File: src/rtl/tt_ctl_driver_if.sv
// rtl/tt_ctl_driver_if.sv - command and ctl-pad bundle for tt_ctl_driver
// Purpose: groups the select command handshake, status and mux-control pads.
// Ports (no ports; signals only):
//   cmd_valid/cmd_ready/cmd_addr/cmd_ena  command handshake (master drives valid/addr/ena)
//   busy/done                             sequencer status
//   ctl_sel_rst_n/ctl_sel_inc/ctl_ena     mux-control pad outputs
// master = command issuer, slave = the driver.
interface tt_ctl_driver_if #(
  parameter int AW = 10
);
  logic          cmd_valid;
  logic          cmd_ready;
  logic [AW-1:0] cmd_addr;
  logic          cmd_ena;
  logic          busy;
  logic          done;
  logic          ctl_sel_rst_n;
  logic          ctl_sel_inc;
  logic          ctl_ena;

  modport master (
    output cmd_valid, cmd_addr, cmd_ena,
    input  cmd_ready, busy, done, ctl_sel_rst_n, ctl_sel_inc, ctl_ena
  );

  modport slave (
    input  cmd_valid, cmd_addr, cmd_ena,
    output cmd_ready, busy, done, ctl_sel_rst_n, ctl_sel_inc, ctl_ena
  );
endinterface

File: src/rtl/tt_ctl_driver.sv
// rtl/tt_ctl_driver.sv - mux-control pad sequencer for project selection
// Purpose: on an accepted command, drops enable, pulses select-reset, issues
// cmd_addr increment pulses, then drives enable from the latched cmd_ena.
// Ports:
//   clk  system clock
//   rst  asynchronous active-high reset
//   bus  tt_ctl_driver_if.slave: command handshake, busy/done, ctl pads
module tt_ctl_driver #(
  parameter int AW         = 10,
  parameter int HALF       = 4,
  parameter int RST_CYCLES = 8
) (
  input  logic               clk,
  input  logic               rst,
  tt_ctl_driver_if.slave     bus
);

  localparam int PMAX = (HALF > RST_CYCLES) ? HALF : RST_CYCLES;
  localparam int CW   = $clog2(PMAX) + 1;

  typedef enum logic [2:0] {
    IDLE, DIS, RST, GAP, INC_H, INC_L, FIN
  } state_t;

  state_t        state;
  logic [CW-1:0] cnt;       // cycles left in the current phase, minus one
  logic [AW-1:0] rem;       // increment pulses still to issue
  logic          ena_l;
  logic          busy_r;
  logic          done_r;
  logic          sel_rst_n_r;
  logic          sel_inc_r;
  logic          ena_r;
  logic          last;

  assign last              = (cnt == '0);
  assign bus.cmd_ready     = (state == IDLE);
  assign bus.busy          = busy_r;
  assign bus.done          = done_r;
  assign bus.ctl_sel_rst_n = sel_rst_n_r;
  assign bus.ctl_sel_inc   = sel_inc_r;
  assign bus.ctl_ena       = ena_r;

  // Outputs are updated on the edge that enters each state, so every pad
  // value is registered and aligned with the state it belongs to.
  always_ff @(posedge clk or posedge rst) begin
    if (rst) begin
      state       <= IDLE;
      cnt         <= '0;
      rem         <= '0;
      ena_l       <= 1'b0;
      busy_r      <= 1'b0;
      done_r      <= 1'b0;
      sel_rst_n_r <= 1'b0;
      sel_inc_r   <= 1'b0;
      ena_r       <= 1'b0;
    end else begin
      case (state)
        IDLE: begin
          done_r <= 1'b0;
          if (bus.cmd_valid) begin
            state  <= DIS;
            cnt    <= CW'(HALF - 1);
            rem    <= bus.cmd_addr;
            ena_l  <= bus.cmd_ena;
            busy_r <= 1'b1;
            ena_r  <= 1'b0;
          end
        end
        DIS: begin
          if (last) begin
            state       <= RST;
            cnt         <= CW'(RST_CYCLES - 1);
            sel_rst_n_r <= 1'b0;
          end else begin
            cnt <= cnt - 1'b1;
          end
        end
        RST: begin
          if (last) begin
            state       <= GAP;
            cnt         <= CW'(HALF - 1);
            sel_rst_n_r <= 1'b1;
          end else begin
            cnt <= cnt - 1'b1;
          end
        end
        GAP: begin
          if (last) begin
            if (rem == '0) begin
              state <= FIN;
              ena_r <= ena_l;
            end else begin
              state     <= INC_H;
              cnt       <= CW'(HALF - 1);
              sel_inc_r <= 1'b1;
            end
          end else begin
            cnt <= cnt - 1'b1;
          end
        end
        INC_H: begin
          if (last) begin
            state     <= INC_L;
            cnt       <= CW'(HALF - 1);
            sel_inc_r <= 1'b0;
          end else begin
            cnt <= cnt - 1'b1;
          end
        end
        INC_L: begin
          if (last) begin
            rem <= rem - 1'b1;
            // rem==1 here means the pulse just finished was the final one.
            if (rem == AW'(1)) begin
              state <= FIN;
              ena_r <= ena_l;
            end else begin
              state     <= INC_H;
              cnt       <= CW'(HALF - 1);
              sel_inc_r <= 1'b1;
            end
          end else begin
            cnt <= cnt - 1'b1;
          end
        end
        FIN: begin
          state  <= IDLE;
          busy_r <= 1'b0;
          done_r <= 1'b1;
        end
        default: begin
          state <= IDLE;
        end
      endcase
    end
  end

endmodule
File: src/flat_wrapper.sv
// flat-port wrapper written by rule: the top's interface ports become plain ports
module tt_ctl_driver_flat 
#(
  parameter int AW         = 10,
  parameter int HALF       = 4,
  parameter int RST_CYCLES = 8
)
  (clk, rst, bus_cmd_valid, bus_cmd_addr, bus_cmd_ena, bus_cmd_ready, bus_busy, bus_done, bus_ctl_sel_rst_n, bus_ctl_sel_inc, bus_ctl_ena);
  tt_ctl_driver_if #(.AW(AW)) bus_i ();
  input  logic clk;
  input  logic rst;
  input wire logic [$bits(bus_i.cmd_valid)-1:0] bus_cmd_valid;
  input wire logic [$bits(bus_i.cmd_addr)-1:0] bus_cmd_addr;
  input wire logic [$bits(bus_i.cmd_ena)-1:0] bus_cmd_ena;
  output wire logic [$bits(bus_i.cmd_ready)-1:0] bus_cmd_ready;
  output wire logic [$bits(bus_i.busy)-1:0] bus_busy;
  output wire logic [$bits(bus_i.done)-1:0] bus_done;
  output wire logic [$bits(bus_i.ctl_sel_rst_n)-1:0] bus_ctl_sel_rst_n;
  output wire logic [$bits(bus_i.ctl_sel_inc)-1:0] bus_ctl_sel_inc;
  output wire logic [$bits(bus_i.ctl_ena)-1:0] bus_ctl_ena;
  assign bus_i.cmd_valid = bus_cmd_valid;
  assign bus_i.cmd_addr = bus_cmd_addr;
  assign bus_i.cmd_ena = bus_cmd_ena;
  assign bus_cmd_ready = bus_i.cmd_ready;
  assign bus_busy = bus_i.busy;
  assign bus_done = bus_i.done;
  assign bus_ctl_sel_rst_n = bus_i.ctl_sel_rst_n;
  assign bus_ctl_sel_inc = bus_i.ctl_sel_inc;
  assign bus_ctl_ena = bus_i.ctl_ena;
  tt_ctl_driver #(.AW(AW), .HALF(HALF), .RST_CYCLES(RST_CYCLES)) u_core (.clk(clk), .rst(rst), .bus(bus_i));
endmodule
File: config.mk
export PLATFORM = sky130hd
export DESIGN_NAME = tt_ctl_driver_flat
export DESIGN_NICKNAME = d
export VERILOG_FILES = /design/src/rtl/tt_ctl_driver_if.sv /design/src/rtl/tt_ctl_driver.sv /design/src/flat_wrapper.sv
export SDC_FILE = /design/constraint.sdc
export NUM_CORES = 1
export LEC_CHECK = 0
export BUFFER_PORTS_ARGS = -buffer_cell sky130_fd_sc_hd__buf_2
export CAP_MARGIN = 20
export CORE_UTILIZATION = 29
export CTS_BUF_LIST = sky130_fd_sc_hd__clkbuf_4 sky130_fd_sc_hd__clkbuf_8
export DETAILED_ROUTE_END_ITERATION = 6
export GPL_TIMING_DRIVEN = 0
export MAX_ROUTING_LAYER = met4
export SYNTH_ARGS = -nofsm -noshare
export SYNTH_HDL_FRONTEND = slang
export SYNTH_SLANG_ARGS = --single-unit
File: constraint.sdc
create_clock -name clk -period 2.8 [get_ports clk]
set_input_delay 0.56 -clock clk [delete_from_list [all_inputs] [get_ports clk]]
set_output_delay 0.56 -clock clk [all_outputs]
set_load 0.03 [all_outputs]
==> out/results.ini <==
[routing]
drtPass1Iterations=4
viasPerCell=5.16
first_iter_violations=60
routed_wl_mm=3.31
wl_per_cell_um=13.0
vias=1315
drcViolationCount=0
final_antenna_net_count=0

[min_path]
hold_path_class=primary input to asynchronous set/reset pin

[cells_and_area]
fin_nets=207
antennaDiodeCount=0
n_fill_cell=510
post-route-util_pct=35.3
final_common_cell=dfrtp_1
drive_above_1_share_pct=17.6
final_cell_mix=dfrtp_1 (23), buf_2 (20), nor2_1 (14)
syn2layout_area_growth_pct=15.6
fin_area_um2=1690

[clocking]
clkSinkCount=23
cts_resized=0
root_buffer=clkbuf_8
cts_tree=yes
clk_pin_slew_ps=80
cts_inserted_buffers=3
h-tree-depth=1
clock_path_buffers=2
cts_setup_buffers=0
insertion_delay_ps=260
cts_hold_buffers=0

[setup_path]
worstPathCellList=inv_1 -> ha_1 -> nor3b_1 -> a311oi_1 -> a221oi_1 -> mux2_1
critPathBufInv=1
max_stage_delay_ps=670
endpoint_kind=register
worst_r2r_path_depth=6
path_delay_family=simple AND/OR/NAND/NOR gates
reg2reg_from=u_core.rem[0]
crit_slowest_cell=nor3b_1
rrSetupSlack_ps=400
startpoint=u_core.rem[0]
worstSetupPathDepth=6
crit_fanout=7
crit_type=register to register
arrival_ps=2550
critPathLaunchType=register
worstPathRequired_ps=2950

[floorplan]
dieHeight_um=73.0
die_w_um=73.0
start_util_pct=30.6
rows=25
io_pins=20
core_um2=4790
die_area_um2=5330

[synthesis]
synth_ff_type=dfrtp_1
synth_warnings=0
syn_inst=165
ys_types=50
ys_ff_latch=23
yosysSeqAreaShare_pct=39.3
synth_nets=183
syn_avg_cell_area_um2=8.86
syn_area_um2=1460
synth_enable_flop_cells=0
async_reset_ff_share_pct=100

[power]
peakVddDrop_mv=0.165
p_sw_share_pct=20.8
p_leak_nw=0.752
comb_power_share_pct=3.1
intPower_uw=450
power.density_nw_per_um2=336
p_switching_uw=118
p_clk_share_pct=38.5
seqPwrFrac_pct=58.4

[sta]
hold_viol_final=0
period_minus_slack_ps=2400
grt_setup_unrepaired=no
fin_skew_ps=4.25
fmax_mhz=417
max_slew_margin_pct=40.0
min_period_over_period_pct=85.6
setup_viol_count_final=0
drv_slew=0
setup_tns_ps=0
tightest_slew_ps=899
timing.final.ws_setup_ps=402

[global_route]
grt_usage_pct=14.6
gr-total-overflow=0
antenna_found_initial=0
grt_pass1_wl_mm=5.89
grt_pass1_vias=1277
grt_max_degree=24

[place]
place_ws_ps=460
post_dp_cell_area_um2=1640
gp_congestion=0.847
hpwl_mm=2.48
portBuffers=19

[outcome]
status=complete, no violations

[job]
drv_cap=0

## cells in the mapped netlist (all sizes together) (2+ instances only)
library cell  number  area (um2)
a21o               4        30.0
a31oi              2        12.5
buf                3        27.5
nor3b              3        27.5
nand3b             3        22.5
dfrtp             23         576
nor2              14        52.6
nand3              5        25.0
mux2               2        22.5
mux2i              2        20.0
nor3              10        61.3
a22o               2        17.5
o22ai              2        12.5
a21oi             13        68.8
clkbuf             6        22.5
inv               13        48.8
a2bb2oi            2        17.5
a22oi              4        43.8
o21ai             15        75.1
or4                3        26.3
a2111oi            2        17.5
nand2              9        33.8
ha                 4        50.1
## power by group through the flow
stage	combinational, mW	sequential (mW)	clock, mW
2_1_floorplan	0.00554	0.338	0
3_3_place_gp	0.0183	0.338	0
3_5_place_dp	0.0183	0.338	0
4_1_cts	0.0183	0.332	0.230
5_1_grt	0.0208	0.332	0.243
6_report	0.0177	0.332	0.219
## flip-flops by register name (all words and copies together), names as in the netlist
name,count
u_core.rem,10
u_core.cnt,4
u_core.state,3
u_core.bus.busy,1
u_core.bus.ctl_ena,1
u_core.bus.ctl_sel_inc,1
u_core.bus.ctl_sel_rst_n,1
u_core.bus.done,1
u_core.ena_l,1
## kinds of logic after synthesis
kind of cell | share of synthesized area (%)
buffers and inverters | 6.76
adders and majority gates | 3.42
DFF | 39.3
and+or+nand+nor | 21.6
xor gates and xnor gates | 0.599
muxes | 2.91
AOI/OAI and AO/OA | 25.4
## metal layers
layer,wire length (um),vias up,global-route usage [%]
li1,-,659,-
met2,1570,29,23.4
met4,15,0,1.96
met1,1570,625,19.2
met5,0,-,-
met3,159,2,3.45
## cell type report
| type | count | area, um2 | share of cell area, % |
|---|---|---|---|
| inverters | 13 | 48.8 | 2.89 |
| flip-flops and latches | 23 | 576 | 34.0 |
| multi-input cells | 120 | 788 | 46.6 |
| well taps | 67 | 83.8 | 4.96 |
| repair buffers | 19 | 95.1 | 5.63 |
| plain buffers | 9 | 50.0 | 2.96 |
| clock buffers | 4 | 48.8 | 2.89 |
## final timing paths
path	endpoint
setup / recovery	u_core.bus.ctl_ena
hold / removal	u_core.bus.ctl_sel_rst_n
setup reg to reg	u_core.bus.ctl_ena
hold reg to reg	u_core.bus.ctl_ena
max in group asynchronous	u_core.rem[1]
min in group clk	u_core.bus.ctl_ena
## stage by stage
| stage | total power, mW | hold WS [ps] | instances |
|---|---|---|---|
| finish | 0.568 | 477 | 255 |
| floorplan | 0.344 | 479 | 165 |
| detailed placement | 0.357 | 483 | 251 |
| global route | 0.595 | 522 | 255 |
| CTS | 0.580 | 503 | 255 |
| global placement | 0.357 | 478 | 251 |
Note: power is estimated with default switching activity, not from simulation.
